[config.mk]
export PLATFORM = sky130hd
export DESIGN_NAME = uart_stim_tx
export DESIGN_NICKNAME = d
export VERILOG_FILES = /design/src/rtl/uart_stim_tx.sv
export SDC_FILE = /design/constraint.sdc
export NUM_CORES = 1
export LEC_CHECK = 0
export BUFFER_PORTS_ARGS = -buffer_cell sky130_fd_sc_hd__buf_4
export CAP_MARGIN = 40
export CORE_MARGIN = 2
export CORE_UTILIZATION = 45
export CTS_CLUSTER_SIZE = 8
export DETAILED_ROUTE_END_ITERATION = 7
export PLACE_DENSITY = 0.59
export SYNTH_ARGS = -nofsm -noshare
export SYNTH_HDL_FRONTEND = slang
export SYNTH_SLANG_ARGS = --single-unit
[constraint.sdc]
create_clock -name clk -period 5.1 [get_ports clk]
set_input_delay 0.765 -clock clk [delete_from_list [all_inputs] [get_ports clk]]
set_output_delay 0.765 -clock clk [all_outputs]
set_load 0.01 [all_outputs]
[src/rtl/uart_stim_tx.sv]
// UART transmit stimulus: byte FIFO feeding an 8N1 LSB-first serializer.
// Define UART_STIM_PARITY_EN to insert an even-parity bit (8E1 frames).
module uart_stim_tx #(
  parameter int CLKS_PER_BIT = 868,
  parameter int DEPTH        = 16
) (
  input  logic                       clk,
  input  logic                       rst_n,
  input  logic                       wr_en,
  input  logic [7:0]                 wr_data,
  output logic                       full,
  output logic                       empty,
  output logic [$clog2(DEPTH+1)-1:0] count,
  output logic                       overflow,
  output logic                       busy,
  output logic                       tx_done,
  output logic                       tx
);

  localparam int PTR_W = $clog2(DEPTH);
  localparam int CNT_W = $clog2(DEPTH + 1);
  localparam int DIV_W = $clog2(CLKS_PER_BIT);
  localparam logic [DIV_W-1:0] DIV_LOAD = DIV_W'(CLKS_PER_BIT - 1);

  typedef enum logic [2:0] {
    S_IDLE,
    S_START,
    S_DATA,
`ifdef UART_STIM_PARITY_EN
    S_PARITY,
`endif
    S_STOP
  } state_e;

  state_e             state_q, state_d;
  logic [7:0]         shift_q, shift_d;
  logic [2:0]         bit_idx_q, bit_idx_d;
  logic [DIV_W-1:0]   div_q, div_d;
  logic               tx_q, tx_d;
  logic               tx_done_q, tx_done_d;
  logic               ovf_q, ovf_d;
  logic [PTR_W-1:0]   wr_ptr_q, wr_ptr_d;
  logic [PTR_W-1:0]   rd_ptr_q, rd_ptr_d;
  logic [CNT_W-1:0]   count_q, count_d;
  logic               full_q, full_d;
  logic               empty_q, empty_d;
  logic [7:0]         mem [DEPTH];

  logic push, pop, expired;

  always_comb begin
    // NOTE: every signal gets a default before the case so no path leaves it unassigned (no latches).
    state_d   = state_q;
    shift_d   = shift_q;
    bit_idx_d = bit_idx_q;
    div_d     = (div_q == '0) ? div_q : div_q - 1'b1;
    tx_d      = tx_q;
    tx_done_d = 1'b0;
    ovf_d     = ovf_q | (wr_en & full_q);
    pop       = 1'b0;
    push      = wr_en & ~full_q;
    expired   = (div_q == '0);

    unique case (state_q)
      S_IDLE: begin
        tx_d = 1'b1;
        if (!empty_q) begin
          pop     = 1'b1;
          shift_d = mem[rd_ptr_q];
          tx_d    = 1'b0;
          div_d   = DIV_LOAD;
          state_d = S_START;
        end
      end
      S_START: begin
        if (expired) begin
          tx_d      = shift_q[0];
          bit_idx_d = 3'd0;
          div_d     = DIV_LOAD;
          state_d   = S_DATA;
        end
      end
      S_DATA: begin
        if (expired) begin
          div_d = DIV_LOAD;
          if (bit_idx_q == 3'd7) begin
`ifdef UART_STIM_PARITY_EN
            tx_d    = ^shift_q;
            state_d = S_PARITY;
`else
            tx_d    = 1'b1;
            state_d = S_STOP;
`endif
          end else begin
            bit_idx_d = bit_idx_q + 3'd1;
            tx_d      = shift_q[bit_idx_q + 3'd1];
          end
        end
      end
`ifdef UART_STIM_PARITY_EN
      S_PARITY: begin
        if (expired) begin
          tx_d    = 1'b1;
          div_d   = DIV_LOAD;
          state_d = S_STOP;
        end
      end
`endif
      S_STOP: begin
        if (expired) begin
          tx_done_d = 1'b1;
          div_d     = DIV_LOAD;
          // Chain straight into the next start bit so frames are contiguous.
          if (!empty_q) begin
            pop     = 1'b1;
            shift_d = mem[rd_ptr_q];
            tx_d    = 1'b0;
            state_d = S_START;
          end else begin
            state_d = S_IDLE;
          end
        end
      end
      default: state_d = S_IDLE;
    endcase

    wr_ptr_d = push ? wr_ptr_q + 1'b1 : wr_ptr_q;
    rd_ptr_d = pop  ? rd_ptr_q + 1'b1 : rd_ptr_q;
    case ({push, pop})
      2'b10:   count_d = count_q + 1'b1;
      2'b01:   count_d = count_q - 1'b1;
      default: count_d = count_q;
    endcase
    full_d  = (count_d == CNT_W'(DEPTH));
    empty_d = (count_d == '0);
  end

  // NOTE: state registers use non-blocking assignments so every flop samples pre-edge values.
  always_ff @(posedge clk) begin
    if (!rst_n) begin
      state_q   <= S_IDLE;
      shift_q   <= '0;
      bit_idx_q <= '0;
      div_q     <= '0;
      tx_q      <= 1'b1;
      tx_done_q <= 1'b0;
      ovf_q     <= 1'b0;
      wr_ptr_q  <= '0;
      rd_ptr_q  <= '0;
      count_q   <= '0;
      full_q    <= 1'b0;
      empty_q   <= 1'b1;
    end else begin
      state_q   <= state_d;
      shift_q   <= shift_d;
      bit_idx_q <= bit_idx_d;
      div_q     <= div_d;
      tx_q      <= tx_d;
      tx_done_q <= tx_done_d;
      ovf_q     <= ovf_d;
      wr_ptr_q  <= wr_ptr_d;
      rd_ptr_q  <= rd_ptr_d;
      count_q   <= count_d;
      full_q    <= full_d;
      empty_q   <= empty_d;
    end
  end

  // NOTE: FIFO storage is not reset; the pointers and count alone define which entries are valid.
  always_ff @(posedge clk) begin
    if (push) mem[wr_ptr_q] <= wr_data;
  end

  assign full     = full_q;
  assign empty    = empty_q;
  assign count    = count_q;
  assign overflow = ovf_q;
  assign busy     = (state_q != S_IDLE);
  assign tx_done  = tx_done_q;
  assign tx       = tx_q;

endmodule

==> impl_metrics.json <==
{
  "seqPwrFrac_pct": 41.7,
  "setup_viol": 0,
  "max_slew_margin_pct": 38.1,
  "slowest_delay_ns": 0.55,
  "path_clk_slew_ns": 0.06,
  "grt_first_pass_wirelength_mm": 21.7,
  "internal-power_mw": 2.93,
  "synth.cell_area_mm2": 0.00717,
  "syn-instance-count": 465,
  "tightest_slew_ns": 0.925,
  "required_ns": 5.40,
  "crit_path_cell_trace": "inv_1, ha_1, or3b_2, o41a_4, nor3_1, ha_1, or4bb_1, o2111ai_1, xor2_1, o41ai_1",
  "clock.fmax_ghz": 0.262,
  "worst-path-buf-inv": 1,
  "layout_common_cells": "128 x edfxtp_1, 51 x nor2_1, 44 x dfxtp_1",
  "dpl.hpwl_mm": 9.14,
  "stdcell_area_mm2": 0.00826,
  "gp_congestion": 0.811,
  "routed_wl_mm": 13.8,
  "synth.yosys.seq_area_share_pct": 66.2,
  "drtIter0Drc": 324,
  "leakage_nw": 2.77,
  "antenna_cells": 0,
  "irDropWorstVdd_v": 0.000334,
  "start_util_pct": 45.6,
  "worst_ep_arrival_time_ns": 4.12,
  "grt.total_usage_pct": 17.7,
  "io_pins": 22,
  "min_period_over_period_pct": 74.8,
  "avgSynthCellArea_um2": 15.4,
  "netSwitchingPower_mw": 1.22,
  "hold_viol_final": 0,
  "async_reset_ff_share_pct": 0,
  "remaining_drc_errors": 0,
  "antenna_left": 0,
  "path_class": "reg2reg",
  "post-place-cells": 696,
  "clock-skew-final_ns": 0.0101,
  "worstPathMaxFanout": 14,
  "cap_violations": 0,
  "cts_resized": 0,
  "comb_power_share_pct": 25.7,
  "fin_util_pct": 52.6,
  "path_delay_family": "simple AND/OR/NAND/NOR gates",
  "post_cts_buffers": 0,
  "layout_commonest_cell": "edfxtp_1",
  "clock_power_share_pct": 32.7,
  "grt_pass1_vias": 3923,
  "port_buffers": 21,
  "cts.sinks": 173,
  "cpMostUsedCell": "ha_1",
  "ys_types": 50,
  "drtPass1Iterations": 4,
  "synth_edf_count": 128,
  "die_x_um": 130,
  "routedWlPerCell_um": 18.9,
  "rows": 46,
  "syn_to_final_growth_pct": 15.2,
  "p_per_area_mw_per_mm2": 502,
  "synth_ff_type": "edfxtp_1",
  "cts_hold_buf": 0,
  "vias_per_cell": 5.32,
  "synth_area_leaders": "edfxtp_1 54%, mux4_2 13%, dfxtp_1 13%",
  "crit_slowest_cell": "or4bb_1",
  "antenna_found_initial": 0,
  "synth_top_area_share_pct": 53.6,
  "design.die.area_mm2": 0.0170,
  "stdcell_count": 727,
  "placed_area_mm2": 0.00764,
  "cts_buffers": 17,
  "core-area_mm2": 0.0157,
  "min_period_ns": 3.82,
  "clock_latency_ns": 0.42,
  "htreeDepth": 4,
  "switching_share_pct": 29.5,
  "synth_nets": 493,
  "ys_seq_elements": 173,
  "start_kind": "flip-flop",
  "setup_tns_ns": 0,
  "grt.overflow.total": 0,
  "yosysTopAreaCell": "edfxtp_1",
  "die-height_um": 130,
  "nets": 528,
  "cts_buffer_depth": 2,
  "vias": 3871,
  "grt_max_degree": 33,
  "drv_slew": 0,
  "yosysWarnings": 0,
  "critPathCaptureType": "flip-flop",
  "status": "completed",
  "clock-root-buffer": "clkbuf_16",
  "rsz0062_at_grt": "no",
  "drive_above_1_share_pct": 22.1,
  "cts_tree": "done",
  "timing.hold.ws_ns": 0.453,
  "hp-class": "reg2reg"
}
## routing by layer
layer	track usage [%]	part of all wire, %	up-vias
met5	0	0	-
met4	4.36	0.67	0
met3	4.67	2.9	6
met2	29.9	51	55
met1	22.9	45	1972
li1	-	-	1838
## power by group through the flow
stage	clock, mW	combinational, mW	sequential (mW)
2_1_floorplan	0	0.801	1.74
3_3_place_gp	0	1.04	1.75
3_5_place_dp	0	1.07	1.76
4_1_cts	1.38	1.07	1.73
5_1_grt	1.44	1.19	1.74
6_report	1.36	1.06	1.73
## Yosys cell counts, types with 2 or more instances
library cell / instances
nand2_1: 41
nand2b_1: 6
and2_1: 2
inv_1: 11
dfxtp_1: 45
edfxtp_1: 128
xor2_1: 10
buf_1: 6
mux2i_1: 3
mux4_2: 42
clkbuf_1: 12
xnor2_1: 7
ha_1: 17
or3_1: 4
nand4_1: 4
nor2_1: 51
nand3b_1: 2
nor2b_1: 2
nor4_1: 2
a21oi_1: 22
a211oi_1: 3
o21ai_0: 4
nor3_1: 11
o31ai_1: 3
nand3_1: 2
## registers in the layout, summed over array words and instances, names as in the netlist, 2 cells and up, named ones only
signal,flops
wr_ptr_q,4
state_q,2
count,5
mem,128
bit_idx_q,3
rd_ptr_q,4
div_q,10
shift_q,8
## cell families (layout without fill, tap and decap cells)
logic type      count (synthesis)  count (layout)  synth area share, %
compound gates                 45              45                 4.03
xor+xnor                       17              17                 2.08
fa+ha+maj                      17              17                 2.97
buf+inv                        30              76                 1.57
flops                         173             173                 66.2
mux                            47              47                 13.9
simple gates                  136             136                 9.22
## metrics by stage
| stage | setup slack (ns) | power (mW) |
|---|---|---|
| final | 1.28 | 4.15 |
| after detailed placement | 1.32 | 2.83 |
| after global placement | 1.45 | 2.79 |
| after floorplan | 1.60 | 2.54 |
| after global routing | 0.932 | 4.38 |
| after CTS | 1.29 | 4.18 |
## path summary, 6_finish.rpt
check,from,endpoint,slack (ns),cells after the start
hold reg to reg,shift_q[6],shift_q[6],0.45,2
setup reg to reg,div_q[0],empty,1.28,10
setup / recovery,div_q[0],empty,1.28,10
hold / removal,shift_q[6],shift_q[6],0.45,2
## worst register-to-register path: cells and delay by family, from the launching register on
family	cells	cell delay (ns)
AO/OA/AOI/OAI	3	0.93
XOR/XNOR	1	0.17
adder cells (fa/ha/maj)	2	0.65
buffers and inverters	1	0.08
flip-flops	1	0.32
AND/OR/NAND/NOR	3	1.56
## cell type report
class                   instances  area (um^2)
well taps                     216          270
multi-input cells             262         2310
clock inverters                11          183
fillers                      1277         7450
flip-flops and latches        173         4750
repair buffers                 34          273
inverters                      12         45.0
clock buffers                  19          433
(Power assumes the default switching activity.)
